--- src/rtl/systolic_ctrl.sv ---
// Sequencer for an N x N weight-stationary systolic array: optional weight load
// (shift + latch), skewed activation feed / result capture, then a one-cycle done pulse.
module systolic_ctrl #(
  parameter int N  = 4,
  parameter int KW = 8,
  localparam int RW = (N > 1) ? $clog2(N) : 1
) (
  input  logic          clk_i,
  input  logic          rst_i,
  input  logic          start_i,
  input  logic          load_w_i,
  input  logic [KW-1:0] k_len_i,
  output logic          busy_o,
  output logic          done_o,
  output logic [1:0]    pe_mux_o,
  output logic [N-1:0]  add_zero_o,
  output logic          w_req_o,
  output logic [RW-1:0] w_row_o,
  output logic [N-1:0]  a_valid_o,
  output logic [N-1:0]  out_valid_o
);

  // PE mux encoding: 0 = PASSTHROUGH, 1 = LOAD, 2 = PROCESS
  localparam logic [1:0] MUX_PASS = 2'd0;
  localparam logic [1:0] MUX_LOAD = 2'd1;
  localparam logic [1:0] MUX_PROC = 2'd2;

  // Extra bits cover the 2N-2 skew on top of the largest K.
  localparam int CW = KW + $clog2(2 * N) + 1;
  localparam logic [CW-1:0] LAST_SHIFT = CW'((N > 1) ? (N - 2) : 0);

  typedef enum logic [2:0] {
    S_IDLE, S_LOAD_SHIFT, S_LOAD_LATCH, S_COMPUTE, S_DONE
  } state_t;

  state_t        state_q, state_d;
  logic [CW-1:0] cnt_q, cnt_d;
  logic [KW-1:0] k_q, k_d;
  logic          load_w_q, load_w_d;
  logic [CW-1:0] k_ext;
  logic [CW-1:0] t_last;
  logic          compute_active;

  assign k_ext  = CW'(k_q);
  assign t_last = k_ext + CW'(2 * N - 2);

  always_ff @(posedge clk_i) begin
    if (rst_i) begin
      state_q  <= S_IDLE;
      cnt_q    <= '0;
      k_q      <= '0;
      load_w_q <= 1'b0;
    end else begin
      state_q  <= state_d;
      cnt_q    <= cnt_d;
      k_q      <= k_d;
      load_w_q <= load_w_d;
    end
  end

  always_comb begin
    state_d  = state_q;
    cnt_d    = cnt_q;
    k_d      = k_q;
    load_w_d = load_w_q;
    case (state_q)
      S_IDLE: begin
        if (start_i) begin
          k_d      = k_len_i;
          load_w_d = load_w_i;
          cnt_d    = '0;
          if (load_w_i && (N > 1))  state_d = S_LOAD_SHIFT;
          else if (load_w_i)        state_d = S_LOAD_LATCH;
          else if (k_len_i == '0)   state_d = S_DONE;
          else                      state_d = S_COMPUTE;
        end
      end
      S_LOAD_SHIFT: begin
        if (cnt_q == LAST_SHIFT) begin
          cnt_d   = '0;
          state_d = S_LOAD_LATCH;
        end else begin
          cnt_d = cnt_q + 1'b1;
        end
      end
      S_LOAD_LATCH: begin
        cnt_d   = '0;
        state_d = (k_q == '0) ? S_DONE : S_COMPUTE;
      end
      S_COMPUTE: begin
        if (cnt_q == t_last) begin
          cnt_d   = '0;
          state_d = S_DONE;
        end else begin
          cnt_d = cnt_q + 1'b1;
        end
      end
      S_DONE: begin
        cnt_d   = '0;
        state_d = S_IDLE;
      end
      default: begin
        cnt_d   = '0;
        state_d = S_IDLE;
      end
    endcase
  end

  always_comb begin
    busy_o         = (state_q != S_IDLE);
    done_o         = (state_q == S_DONE);
    pe_mux_o       = MUX_PASS;
    w_req_o        = 1'b0;
    w_row_o        = '0;
    compute_active = 1'b0;
    case (state_q)
      S_LOAD_SHIFT: begin
        // Deepest row goes first so it has shifted furthest when the latch fires.
        w_req_o = load_w_q;
        w_row_o = RW'(N - 1) - cnt_q[RW-1:0];
      end
      S_LOAD_LATCH: begin
        pe_mux_o = load_w_q ? MUX_LOAD : MUX_PASS;
        w_req_o  = load_w_q;
      end
      S_COMPUTE: begin
        pe_mux_o       = MUX_PROC;
        compute_active = 1'b1;
      end
      default: ;
    endcase
  end

  for (genvar gi = 0; gi < N; gi++) begin : g_row
    if (gi == 0) begin : g_top
      assign add_zero_o[gi] = 1'b1;
    end else begin : g_inner
      assign add_zero_o[gi] = !compute_active;
    end
    assign a_valid_o[gi] = compute_active &&
                           (cnt_q >= CW'(gi)) && (cnt_q < CW'(gi) + k_ext);
    assign out_valid_o[gi] = compute_active &&
                             (cnt_q >= CW'(N + gi)) && (cnt_q < CW'(N + gi) + k_ext);
  end

endmodule

--- config.mk ---
export PLATFORM = sky130hd
export DESIGN_NAME = systolic_ctrl
export DESIGN_NICKNAME = d
export VERILOG_FILES = /design/src/rtl/systolic_ctrl.sv
export SDC_FILE = /design/constraint.sdc
export NUM_CORES = 1
export LEC_CHECK = 0
export ABC_AREA = 1
export CORE_ASPECT_RATIO = 1.75
export CORE_MARGIN = 5
export CORE_UTILIZATION = 50
export CTS_CLUSTER_SIZE = 40
export DETAILED_ROUTE_END_ITERATION = 16
export GPL_ROUTABILITY_DRIVEN = 0
export PLACE_DENSITY = 0.73
export SETUP_SLACK_MARGIN = 0.4
export SLEW_MARGIN = 25
export SYNTH_ARGS = -nofsm -noshare
export SYNTH_HDL_FRONTEND = slang
export SYNTH_SLANG_ARGS = --single-unit
--- constraint.sdc ---
create_clock -name clk_i -period 2.4 [get_ports clk_i]
set_input_delay 0.48 -clock clk_i [delete_from_list [all_inputs] [get_ports clk_i]]
set_output_delay 0.48 -clock clk_i [all_outputs]
set_load 0.01 [all_outputs]
==> impl_summary.log <==
[metrics] status: finished with violations
[metrics] violations in the final reports: negative setup slack
[metrics] Avg Inst Size Synth: between 6 and 7 um2
[metrics] TritonCTS clock tree: yes
[metrics] main area contributors after synthesis: sky130_fd_sc_hd__ha_1 (26%), sky130_fd_sc_hd__dfxtp_1 (14%), sky130_fd_sc_hd__nand2_1 (11%)
[metrics] final routed wire length divided by cell count: 18.0 um
[metrics] Async SR Flop Fraction: 0%
[metrics] total power draw: around 3.9 mW
[metrics] total track usage: 27.6%
[metrics] grt ovf: 0
[metrics] routed via count: 3977
[metrics] cell taking the most area after synthesis: sky130_fd_sc_hd__ha_1
[metrics] classification of the worst-slack hold path: flip-flop to flip-flop
[metrics] type of element launching the critical path: flip-flop
[metrics] Setup CP Type: flip-flop to primary output
[metrics] Highest Clock Rate: about 350 MHz
[metrics] area overhead of the layout relative to synthesis: 49.1%
[metrics] Ant. Diodes: 0
[metrics] part of the Yosys area used for sequential elements: 13.7%
[metrics] flop and latch count out of synthesis: 24
[metrics] Pwr per Cell Area: 755 nW/um2
[metrics] Synth cell types: 34
[metrics] net count reported at finish: 704
[metrics] Via-to-Cell Ratio: 5.67
[metrics] first-pass GRT wire length: roughly 19 mm
[metrics] Pins Over Slew Limit: 0
[metrics] final design instance area without fill: around 5200 um2
[metrics] Starting Density: 51.0%
[metrics] worst clock skew on the final layout: 0.00166 ns
[metrics] largest buffer count on any clock path: 2
[metrics] fin crit share: 118%
[metrics] Critical Path AT: 2.36 ns
[metrics] worst-case hold slack: between 0.5 and 0.6 ns
[metrics] clock input transition at the sequential cells of the worst setup and hold paths: 0.06 ns
[metrics] num ports: 31
[metrics] final std cells w/o fill: 701
[metrics] Synth top area share: 26.5%
[metrics] cell at the root of the clock tree: sky130_fd_sc_hd__clkbuf_16
[metrics] H-Tree Depth: 1
[metrics] post-layout worst setup margin: -0.441 ns
[metrics] Max-cap violations: 0
[metrics] estimated wirelength of the detail-placed design: 9.27 mm
[metrics] cell area after placement: 4480 um2
[metrics] number of detailed-route iterations in the first pass: 5
[metrics] Sink Count: 24
[metrics] site row count: 40
[metrics] Worst setup EP type: primary output
[metrics] antenna-violating nets left: 0
[metrics] number of global-route vias before repair: 4032
[metrics] number of standard cells after synthesis: 506
[metrics] port buffer count: 29
[metrics] proportion of layout cells with a drive suffix above 1: 39.7%
[metrics] Die Span Y: between 100 and 150 um
[metrics] maximum VDD drop: 0.779 mV
[metrics] DRC violation count after routing: 0
[metrics] number of placed cells counting well taps: approximately 700
[metrics] pin count of the biggest net entering global routing: 18
[metrics] Core ar.: 6860 um2
[metrics] Final Critical Period: 2.84 ns
[metrics] total nets after synthesis: 592
[metrics] width of the die: roughly 73 um
[metrics] Die ar.: ~9000 um2
[metrics] setup repair after global routing missed its margin: yes
[metrics] clock insertion delay at the later pin of the skew report: approximately 0.26 ns
[metrics] final wirelength: 12.6 mm
[metrics] initial antenna violation count: 0
[metrics] reported leakage power: 2.52 nW
[metrics] commonest register cell after synthesis: sky130_fd_sc_hd__dfxtp_1
[metrics] maximum fanout along the worst path: 6
[metrics] Warnings, synthesis: 0
[metrics] Starting DRT DRC Count: 174
[metrics] number of setup violations in the final report: 15
[metrics] most instantiated cells after synthesis: sky130_fd_sc_hd__nand2_1 (102), sky130_fd_sc_hd__ha_1 (74), sky130_fd_sc_hd__inv_1 (51)
[metrics] Num CTS Buffers: 3
[metrics] number of enable-type register cells in the synthesized netlist: 0
[metrics] pre-CTS setup slack: -0.699 ns
[metrics] leading cell type by number of instances after synthesis: sky130_fd_sc_hd__nand2_1
[metrics] Mapped Area: 3500 um2
[metrics] WP data required: roughly 1.9 ns
[metrics] total count of hold-check failures in the final report: 0
[flip-flops by register name, summed over array words and instances, names as in the netlist]
name,flops
k_q,8
cnt_q,12
load_w_q,1
state_q,3
[per-stage QoR]
stage	util, %	TNS (ns)
floorplan	-	0
global placement	65.3	-3.99
detailed placement	65.3	-4.36
CTS	72.5	-2.91
global route	76.1	-5.32
finish	76.1	-3.19
[per-layer routing]
layer  GRT usage [%]  part of all wire (%)  up-vias  routed length (um)
met5               0                     0        -                   0
met4            24.1                    10        0                1290
met3            2.16                   3.3       82                 421
met2            50.3                    53      165                6700
met1            26.1                    33     1841                4220
li1                -                     -     1889                   -
[power by group]
group	switching (mW)	internal, mW
combinational	1.67	1.28
clock	0.151	0.228
sequential	0.123	0.487
total	1.95	2.00
[layout by cell type (no fill, tap or decap), drive strengths merged, types with 5 or more instances in the layout]
cell,netlist,final
a21oi,50,50
buf,12,98
clkbuf,0,5
clkdlybuf4s50,0,13
dfxtp,24,24
dlygate4sd2,0,7
ha,74,74
inv,55,55
nand2,109,109
nand3,25,25
nand4,7,7
nor2,57,57
nor3,12,12
o21ai,28,28
o21bai,5,5
xor2,32,32
[critical path, cell delays in order, from the launching register on]
cell and delay (ns):
sky130_fd_sc_hd__dfxtp_4 0.41, sky130_fd_sc_hd__inv_8 0.06, sky130_fd_sc_hd__buf_6 0.11, sky130_fd_sc_hd__ha_4 0.18, sky130_fd_sc_hd__o21ai_4 0.17, sky130_fd_sc_hd__nand2_1 0.08
sky130_fd_sc_hd__xor2_1 0.15, sky130_fd_sc_hd__ha_1 0.29, sky130_fd_sc_hd__nand2_1 0.09, sky130_fd_sc_hd__o21ai_2 0.14, sky130_fd_sc_hd__a21oi_2 0.06, sky130_fd_sc_hd__o21ba_2 0.23
sky130_fd_sc_hd__buf_6 0.12
[cells by family after synthesis]
| logic type | synth area share, % |
|---|---|
| compound gates | 13.9 |
| buf+inv | 8.58 |
| fa+ha+maj | 26.5 |
| flops | 13.7 |
| simple gates | 28.4 |
| xor+xnor | 8.76 |
| other cells | 0.107 |
[final cells by class]
type                    count  area (um2)
multi-input cells         413        3300
well taps                  84         105
repair buffers            119         992
clock buffers               4        78.8
inverters                  57         241
fillers                   470        1640
flip-flops and latches     24         502
[repair_timing]
| item | CTS | global route |
|---|---|---|
| buffers inserted | 9 | 6 |
| pin swaps | 61 | 43 |
| gates resized for setup | 133 | 55 |
| setup endpoints to repair | 31 | 24 |
| hold buffers | 0 | 0 |
[worst paths after layout]
| check | from | endpoint | slack [ns] | cells past startpoint |
|---|---|---|---|---|
| min reg2reg | load_w_q$_SDFFE_PP0P_ | load_w_q$_SDFFE_PP0P_ | 0.51 | 2 |
| min | load_w_q$_SDFFE_PP0P_ | load_w_q$_SDFFE_PP0P_ | 0.51 | 2 |
| max | k_q[1]$_SDFFE_PP0P_ | out_valid_o[3] | -0.44 | 12 |
| max reg2reg | k_q[1]$_SDFFE_PP0P_ | cnt_q[5]$_SDFFE_PP0P_ | -0.09 | 18 |
Note: power is estimated with default switching activity, not from simulation.
